[src/rtl/slow_clk_monitor.sv]
// Measures high/low phase lengths of a slow clock sampled in the clk domain and declares lock on a stable ratio.
// Optional SLOW_CLK_MON_EXPECT_EN adds a static expected_period that lock must also agree with.
module slow_clk_monitor #(
   parameter int SYNC_STAGES = 2,
   parameter int LOCK_COUNT  = 4
) (
   input  logic       clk,
   input  logic       reset,
   input  logic       slow_clk,
`ifdef SLOW_CLK_MON_EXPECT_EN
   input  logic [8:0] expected_period,
`endif
   output logic       rise_pulse,
   output logic       fall_pulse,
   output logic [7:0] high_cnt,
   output logic [7:0] low_cnt,
   output logic [8:0] period,
   output logic       locked,
   output logic       err
);

   typedef enum logic [1:0] {IDLE, ACQUIRE, LOCKED} state_t;

   state_t                 state;
   logic [SYNC_STAGES-1:0] sync_pipe;
   logic                   dly_lvl;
   logic                   sync_lvl;
   logic                   rise_det;
   logic                   fall_det;
   logic                   edge_det;
   logic [7:0]             cnt;
   logic                   cnt_sat;
   logic [3:0]             match_cnt;
   logic [3:0]             match_nxt;
   logic [1:0]             valid;      // [1]: low_cnt holds a capture, [0]: high_cnt does
   logic                   pol_valid;
   logic                   same_val;
   logic                   period_ok;
   logic                   period_bad;

   assign sync_lvl  = sync_pipe[SYNC_STAGES-1];
   assign rise_det  = sync_lvl & ~dly_lvl;
   assign fall_det  = ~sync_lvl & dly_lvl;
   assign edge_det  = rise_det | fall_det;
   assign cnt_sat   = (cnt == 8'd255);
   assign pol_valid = rise_det ? valid[1] : valid[0];
   assign same_val  = rise_det ? (cnt == low_cnt) : (cnt == high_cnt);
   assign match_nxt = (match_cnt >= 4'(LOCK_COUNT)) ? match_cnt : match_cnt + 4'd1;

`ifdef SLOW_CLK_MON_EXPECT_EN
   // period lags a capture by one cycle, so it is compared one cycle after that
   logic cap_q;
   logic per_chk;

   always_ff @(posedge clk or negedge reset) begin
      if (!reset) begin
         cap_q   <= 1'b0;
         per_chk <= 1'b0;
      end else begin
         cap_q   <= edge_det & (state != IDLE);
         per_chk <= cap_q;
      end
   end

   assign period_ok  = (period == expected_period);
   assign period_bad = per_chk & ~period_ok;
`else
   assign period_ok  = 1'b1;
   assign period_bad = 1'b0;
`endif

   always_ff @(posedge clk or negedge reset) begin
      if (!reset) begin
         sync_pipe  <= '0;
         dly_lvl    <= 1'b0;
         rise_pulse <= 1'b0;
         fall_pulse <= 1'b0;
         cnt        <= 8'd0;
         period     <= 9'd0;
      end else begin
         sync_pipe  <= {sync_pipe[SYNC_STAGES-2:0], slow_clk};
         dly_lvl    <= sync_lvl;
         rise_pulse <= rise_det;
         fall_pulse <= fall_det;
         period     <= {1'b0, high_cnt} + {1'b0, low_cnt};
         if (edge_det)
            cnt <= 8'd1;
         else if (!cnt_sat)
            cnt <= cnt + 8'd1;
      end
   end

   always_ff @(posedge clk or negedge reset) begin
      if (!reset) begin
         state     <= IDLE;
         locked    <= 1'b0;
         err       <= 1'b0;
         match_cnt <= 4'd0;
         valid     <= 2'b00;
         high_cnt  <= 8'd0;
         low_cnt   <= 8'd0;
      end else begin
         err <= 1'b0;
         if (edge_det && state != IDLE) begin
            if (rise_det)
               low_cnt <= cnt;
            else
               high_cnt <= cnt;
         end
         case (state)
            IDLE: begin
               if (edge_det) begin
                  state     <= ACQUIRE;
                  valid     <= 2'b00;
                  match_cnt <= 4'd0;
               end
            end
            ACQUIRE: begin
               if (edge_det) begin
                  if (rise_det)
                     valid[1] <= 1'b1;
                  else
                     valid[0] <= 1'b1;
                  if (pol_valid && same_val) begin
                     match_cnt <= match_nxt;
                     if (match_nxt == 4'(LOCK_COUNT) && period_ok) begin
                        state  <= LOCKED;
                        locked <= 1'b1;
                     end
                  end else begin
                     match_cnt <= 4'd0;
                  end
               end else if (cnt_sat) begin
                  state <= IDLE;
               end
            end
            LOCKED: begin
               if ((edge_det && !same_val) || period_bad) begin
                  state     <= ACQUIRE;
                  locked    <= 1'b0;
                  err       <= 1'b1;
                  match_cnt <= 4'd0;
               end else if (!edge_det && cnt_sat) begin
                  state  <= IDLE;
                  locked <= 1'b0;
                  err    <= 1'b1;
               end
            end
            default: begin
               state  <= IDLE;
               locked <= 1'b0;
            end
         endcase
      end
   end

endmodule

[config.mk]
export PLATFORM = sky130hd
export DESIGN_NAME = slow_clk_monitor
export DESIGN_NICKNAME = d
export VERILOG_FILES = /design/src/rtl/slow_clk_monitor.sv
export SDC_FILE = /design/constraint.sdc
export NUM_CORES = 1
export LEC_CHECK = 0
export ABC_AREA = 1
export CAP_MARGIN = 25
export CORE_ASPECT_RATIO = 0.75
export CORE_MARGIN = 5
export CORE_UTILIZATION = 49
export DETAILED_ROUTE_END_ITERATION = 10
export GPL_ROUTABILITY_DRIVEN = 0
export PLACE_DENSITY = 0.73
export SLEW_MARGIN = 20
export SYNTH_ARGS = -nofsm -noshare
export SYNTH_HDL_FRONTEND = slang
export SYNTH_SLANG_ARGS = --single-unit
[constraint.sdc]
create_clock -name clk -period 1.7 [get_ports clk]
set_input_delay 0.34 -clock clk [delete_from_list [all_inputs] [get_ports clk]]
set_output_delay 0.34 -clock clk [all_outputs]
set_load 0.02 [all_outputs]
======== Word level (Yosys, flattened, before mapping) ========
Cells that the tools add are included.
Widths: inputs -> output; s select.
cells by class
  equal/unequal tests ..................... 18
  $add $sub $neg .......................... 3
  multiplexer cells ....................... 32
  reductions and logical operators ........ 17
  $lt $le $gt $ge ......................... 1
  div/mod/pow operators ................... 0
  bitwise logic cells ..................... 7
  shift operators ......................... 0
  $mul .................................... 0
operators by type and width
  operator             number
  $mux 4               5
  $mux 2               9
  $eq 8x8->1           2
  $mux 8               2
  $ne 2x2->1 const B   8
  $mux 1               12
  $ne 3x3->1 const B   4
  $pmux 4 s3           1
  $reduce_and 4->1     3
  $reduce_and 5->1     2
  $add 8x8->9          1
  $add 8x1->8 const B  1
  $eq 8x8->1 const B   1
  $pmux 2 s3           1
  $add 4x1->4 const B  1
  $eq 4x3->1 const B   1
  $ge 4x3->1 const B   1
  $logic_and 1x1->1    4
  $not 1->1            4
  $pmux 2 s2           1
  $reduce_and 2->1     2
  $reduce_bool 2->1    2
  $pmux 1 s3           1
  $reduce_bool 3->1    1
  other kinds (6)      8
storage, ports and cells
  ROM bits ................................ 0
  bits in registers ....................... 48
  memories kept ........................... 0
  output and inout port bits .............. 29
  logic and storage cells ................. 92
  input bits .............................. 3
  latch bits .............................. 0
  RAM bits ................................ 0

======== Longest topological paths before layout ========
Gate-level depths: netlist of run 1.
  depth after elaboration ................. 8
  mapped depth ............................ 16
  depth with buffers taken out ............ 16

======== Least setup slack after synthesis of run 1 ========
No wires, ideal clock.
  path type ............................... reg-to-reg
  start point ............................. register low_cnt[0]
  end point ............................... register period[8]
  clock period less this slack ............ 1831 ps
  setup slack ............................. -131 ps
  library setup time ...................... 78 ps
  arrival ................................. 1753 ps
  stages on the path, launching flop included .. 11
  buffers on the path ..................... 0
  required time ........................... 1622 ps
  cell sequence ........................... dfrtp_1 > ha_1 > inv_1 > fa_1 > o21ai_0 > nand2_1 > nand2_1 > a21oi_1 > inv_1 > a21oi_1 > o21bai_1
between the ends
  word-level cells in the longest chain between the ends .. 1
ends and longest elaborated chain
  item                    line  source
  from (decl)             16    output logic [7:0] low_cnt,
  from (signal assigned)  106   low_cnt <= cnt;
  $add 8x8->9             85    period <= {1'b0, high_cnt} + {1'b0, low_cnt};
  to (signal assigned)    85
  to (decl)               17    output logic [8:0] period,
No other way between the ends.
A chain may end at the register's enable or synchronous reset.

======== Final worst setup path of run 1 ========
  start point ............................. register dly_lvl
  end point ............................... register locked
between the ends
  word-level cells in the longest chain between the ends .. 7
  elaborated cells between the ends (all ways) .. 17
  classes of those cells .................. eq/ne: 3; mux: 4; bitwise: 4; reduce/logical: 6
ends and longest elaborated chain
  item                                                      line      source
  from (decl)                                               26        logic dly_lvl;
  from (signal assigned)                                    82        dly_lvl <= sync_lvl;
  $not 1->1 (*)                                             42        assign rise_det = sync_lvl & ~dly_lvl;
  $and 1x1->1 (*)                                           42
  net rise_det                                              28        logic rise_det;
  $mux 1 or $or 1x1->1 (tied branches)                      47, 44
  $logic_not 1->1 (on tied branches)                        138, 143
  $logic_and 1x1->1 (on tied branches)                      138, 143
  $ne 3x3->1 (no line) or $mux 1 (tied branches)            --
  $reduce_and 5->1 (no line) or $pmux 1 s3 (tied branches)  --
  to (signal assigned)                                      140       locked <= 1'b0;
  to (signal assigned)                                      145       locked <= 1'b0;
  to (signal assigned)                                      151       locked <= 1'b0;
  to (decl)                                                 18        output logic locked,
Mark *: on every way through the listed nets, which the timed path passes. The rest lies on a longest branch.

==> impl_metrics.toml, run 1 <==
[timing]
fmax_mhz = 544
hold_viol_final = 0
worst_slack_ns = -0.137
period_needed_ns = 1.84
setup_viol = 7
finClkSkew_ns = 0.00570
whs_ns = 0.364
tns_ns = -0.623
timing_max_transition_violations_final = 0
relSlewSlack_pct = 73.2
tightest_slew_ns = 0.402
rsz0062_at_grt = "yes"
post-route-period-util_pct = 108

[synth]
synth.distinct_cells = 28
ys_warn_count = 0
synthCells = 298
syn-num-nets = 314
synth-edff-count = 0
synth_top_area_share_pct = 48.7
async_flop_share_pct = 100
ys_top_cells_by_area = "dfrtp_1 49%, nand2_1 13%, ha_1 6.1%"
synth-seq-area-share_pct = 48.7
synth_top_area_cell = "dfrtp_1"
yosysMostFrequentCell = "nand2_1"
synthTopCellsByCount = "87 x nand2_1, 48 x dfrtp_1, 32 x inv_1"
synth_ff_type = "dfrtp_1"
synth.avg_cell_area_sq_um = 8.28
syn-cell-area_sq_um = 2470
synth-seq-cells = 48

[final_layout]
final_nets = 386
syn_to_final_growth_pct = 41.9
diodes = 0
layout.cells.non_filler = 431
final_area_sq_um = 3500
drive_gt1_share_pct = 28.8

[critical_path]
worst-setup-path-type = "reg2reg"
worst_ep_required_time_ns = 1.88
end_kind = "flop"
critical_path.max_fanout = 6
critPathArrivalTime_ns = 2.02
crit_path_start_kind = "flop"

[global_routing]
overflow = 0
antenna_found_initial = 0
grt_pass1_wl_microns = 9860
grt_max_degree = 24
grt_use_total_pct = 18.3
grt_pass1_vias = 2169

[power_and_ir_drop]
powerDensity_nw_per_um2 = 1230
peakVddDrop_uv = 741
leakagePower_nw = 1.83

[place]
placed_area_sq_um = 3080
dp.cells = 416
dp_hpwl_microns = 4330
io_buffers = 31

[routing]
drt_iter0_markers = 140
drc = 0
drt-vias-per-instance = 5.32
detail-route-antenna-nets = 0
vias = 2294
firstDrtPassIters = 4
wl_per_cell_microns = 14.1
wl_microns = 6060

[floorplan]
die_y_microns = 71.5
chipWidth_microns = 91.9
io_pins = 32
dieArea_sq_um = 6570
initial_core_util_pct = 50.4
rows = 22
design.core.area_sq_um = 4900

[clocking]
insertion_delay_ns = 0.29
cts.sinks = 48
cts_buffers = 5
clockBufferDepth = 2
cts_root_buffer = "clkbuf_8"
clk_pin_slew_ns = 0.08
h-tree-depth = 2
cts_tree = "yes"

[run_status]
violations = "setup timing"
status = "complete, but fails checks"

[hold_path]
hp-class = "reg2reg"

[run]
maxCapViolCount = 0
-- cells in the final DEF, fill, tap and decap left out, drive strengths merged, types with 2 or more instances in the layout --
cell           Yosys  layout
clkdlybuf4s50      0      14
clkbuf             3       7
nand4              6       6
xor2               4       4
o211ai             2       2
a211oi             4       4
nor2              17      17
o21ai             25      25
a21oi             13      13
nand2             88      88
dlymetal6s2s       0       3
dfrtp             48      48
dlygate4sd2        0      13
nor3               5       5
inv               36      35
ha                12      12
xnor2              3       3
buf                2      39
nand3             24      24
-- per-stage QoR --
| step | setup slack, ns | util, % | total power [W] |
|---|---|---|---|
| after global placement | -0.123 | 62.8 | 0.00315 |
| final | -0.137 | 71.5 | 0.00432 |
| after CTS | -0.0795 | 66.8 | 0.00409 |
| after global routing | -0.267 | 71.5 | 0.00463 |
| after floorplan | 0.00390 | - | 0.00247 |
| after detailed placement | -0.130 | 62.8 | 0.00319 |
-- area by class of cell --
type / count / area (sq um)
Fill cell: 363 / 1400
Multi-Input combinational cell: 209 / 1320
Sequential cell: 48 / 1200
Timing Repair Buffer: 70 / 627
Inverter: 36 / 145
Clock buffer: 7 / 96.3
Tap cell: 60 / 75.1
Clock inverter: 1 / 30.0
-- repair_timing --
| item | 4_1_cts | 5_1_grt |
|---|---|---|
| pin swaps | 11 | 27 |
| resized for setup | 30 | 61 |
| setup endpoints to repair | 21 | 34 |
| endpoints found under the hold margin | 16 | 0 |
| hold buffers | 1 | 0 |
| setup buffers | 2 | 3 |
| cloned | 0 | 1 |
-- where the power goes --
group	internal (W)	total, W	switching [W]	leakage [nW]
sequential	0.00136	0.00149	0.000129	0.632
combinational	0.000810	0.00194	0.00113	1.13
clock	0.000519	0.000883	0.000364	0.0645
total	0.00269	0.00432	0.00163	1.83
-- cells by family after synthesis --
family	share of synthesized area (%)
xor+xnor	2.48
flops	48.7
buf+inv	6.69
fa+ha+maj	6.90
compound gates	10.9
simple gates	24.4
-- sequential cells by signal, indices dropped and copies added (netlist names), 2 cells and up --
signal	count
period	9
cnt	8
high_cnt	8
low_cnt	8
match_cnt	4
state	2
sync_pipe	2
valid	2
-- critical path, stage by stage (launching register included) --
cell,delay (ns)
dfrtp_1,0.39
inv_2,0.07
ha_4,0.19
buf_6,0.15
nand2_2,0.06
nand3_2,0.07
nand2_2,0.06
inv_2,0.06
nand2_4,0.07
nor2_4,0.10
nand2_2,0.10
nand2_2,0.11
nand3_4,0.09
nand4_1,0.13
nand2_1,0.07
-- final timing paths --
path                              start           end  slack (ns)  cells past startpoint
max in group asynchronous         reset      state[0]        0.73                      3
min                        sync_pipe[0]  sync_pipe[1]        0.36                      0
max reg2reg                     dly_lvl        locked       -0.14                     14
min reg2reg                sync_pipe[0]  sync_pipe[1]        0.36                      0
min in group asynchronous         reset     period[6]        0.49                      2
max                             dly_lvl        locked       -0.14                     14
-- per-layer routing --
layer	wire length [microns]	global-route usage, %
met4	53	3.95
met2	2820	28.8
met1	2860	26.1
met3	328	4.20
met5	0	0
Power figures use the tool's default switching activity.
==> run 2, diff against run 1 <==
Settings changed: CAP_MARGIN 25 to 15, CORE_UTILIZATION 49 to 50, DONT_BUFFER_PORTS set to 1, PLACE_DENSITY 0.73 to 0.66.
==> impl_metrics.toml, run 2 (synthesized netlist as in run 1, its figures left out) <==
[final_layout]
final_nets = 367
layout_common_cells = "70 x nand2_1, 45 x dfrtp_1, 42 x buf_4"
final_common_cell = "nand2_1"
final_core_util_pct = 68.7
largest_register_ffs = 9
final_area_sq_um = 3330
top_register = "period"
diodes = 0
syn_to_final_growth_pct = 34.8
layout.cells.non_filler = 412
drive_gt1_share_pct = 32.4

[critical_path]
worst-setup-path-type = "reg2reg"
end_kind = "flop"
crit_path_start_kind = "flop"
critPathArrivalTime_ns = 2.02
critical_path.max_fanout = 5
cp_top_family = "simple AND/OR/NAND/NOR gates"
cp_common_cell = "nand2_1"
worst_ep_required_time_ns = 1.90
slowest_delay_ns = 0.42
crit_buf_inv = 2
slowest_stage = "dfrtp_1"
path_cells = "ha_4 -> buf_6 -> nand2_2 -> nand2_1 -> nand2_1 -> nand2_1 -> inv_1 -> nand2_1 -> nor2_1 -> nand2_1 -> nand2_2 -> nand3_4 -> nand4_1 -> nand2_1"

[global_routing]
grt_pass1_vias = 2109
overflow = 0
grt_use_total_pct = 18.8
grt_max_degree = 49
grt_pass1_wl_microns = 9960
antenna_found_initial = 0

[routing]
wl_met3_microns = 411
drt-vias-per-instance = 5.42
wl_microns = 6320
firstDrtPassIters = 4
wl_per_cell_microns = 15.3
detail-route-antenna-nets = 0
drt_iter0_markers = 155
vias = 2231
wl_met1_microns = 2810
wl_met2_microns = 3020
highest_layer = "met4"
drc = 0

[timing]
post-route-period-util_pct = 107
setup_viol = 7
hold_viol_final = 0
relSlewSlack_pct = 79.4
timing_max_transition_violations_final = 0
worst_slack_ns = -0.124
rsz0062_at_grt = "yes"
tightest_slew_ns = 0.308
fmax_mhz = 548
finClkSkew_ns = 0.0145
period_needed_ns = 1.82

[floorplan]
rows = 22
io_pins = 32
chipWidth_microns = 91.1
initial_core_util_pct = 50.9
die_y_microns = 70.8
design.core.area_sq_um = 4840
dieArea_sq_um = 6450

[power_and_ir_drop]
seqPwrFrac_pct = 39.0
peakVddDrop_uv = 1200
total_power_w = 0.00411
powerDensity_nw_per_um2 = 1230
leakagePower_nw = 1.66
comb_power_share_pct = 41.4
cellInternalPower_w = 0.00250
p_switching_w = 0.00160
power_frac_clock_pct = 19.6
swShare_pct = 39.1

[run]
maxCapViolCount = 0

[place]
pre_cts_slack_ns = -0.137
dp.cells = 393
io_buffers = 0
dp_hpwl_microns = 4220
placed_area_sq_um = 2820

[clocking]
clockBufferDepth = 2
insertion_delay_ns = 0.30
clk_pin_slew_ns = 0.10
cts_tree = "yes"
cts_buffers = 5
cts_root_buffer = "clkbuf_8"
h-tree-depth = 2
cts.sinks = 48

[run_status]
violations = "setup timing"
status = "complete, but fails checks"

[hold_path]
hp-class = "in2reg"
[run 2: repair_timing]
item	4_1_cts	5_1_grt
gates cloned	0	2
gates resized for setup	20	64
hold buffers	2	0
pin swaps	16	25
endpoints found under the hold margin	48	0
buffers inserted	3	4
endpoints found under the setup margin	10	35
[run 2: final cells by class]
cell class                      count  area (sq um)
Timing Repair Buffer               51           432
Clock inverter                      2          35.0
Tap cell                           60          75.1
Clock buffer                        6          72.6
Multi-Input combinational cell    209          1360
Sequential cell                    48          1200
Inverter                           36           148
Fill cell                         360          1520
[run 2: layer usage]
metal  track usage (%)  vias to the layer above
li1                  -                     1089
met3              4.57                       11
met2              30.0                       72
met4              3.42                        0
met1              26.5                     1059
met5                 0                        -
[run 2: worst paths after layout]
path | start | endpoint | slack [ns] | depth (start not counted)
setup reg to reg | sync_pipe[1] | locked | -0.12 | 14
hold / removal | slow_clk | sync_pipe[0] | 0.07 | 0
min in group asynchronous | reset | cnt[1] | 0.58 | 2
setup / recovery | sync_pipe[1] | locked | -0.12 | 14
max in group asynchronous | reset | match_cnt[1] | 0.91 | 2
hold reg to reg | sync_pipe[0] | sync_pipe[1] | 0.37 | 0
[run 2: stage by stage]
stage          hold slack [ns]  TNS (ns)
3_3_place_gp            0.0455    -0.376
4_1_cts                 0.0605    -0.160
2_1_floorplan           0.0444         0
3_5_place_dp            0.0456    -0.659
6_report                0.0688    -0.661
5_1_grt                 0.0465     -2.11
[run 2: power by group through the flow]
stage | clock network (W) | registers, W | logic (W)
6_report | 0.000807 | 0.00160 | 0.00170
5_1_grt | 0.000876 | 0.00164 | 0.00190
4_1_cts | 0.000818 | 0.00157 | 0.00144
3_5_place_dp | 0 | 0.00159 | 0.00135
3_3_place_gp | 0 | 0.00158 | 0.00133
2_1_floorplan | 0 | 0.00170 | 0.000767
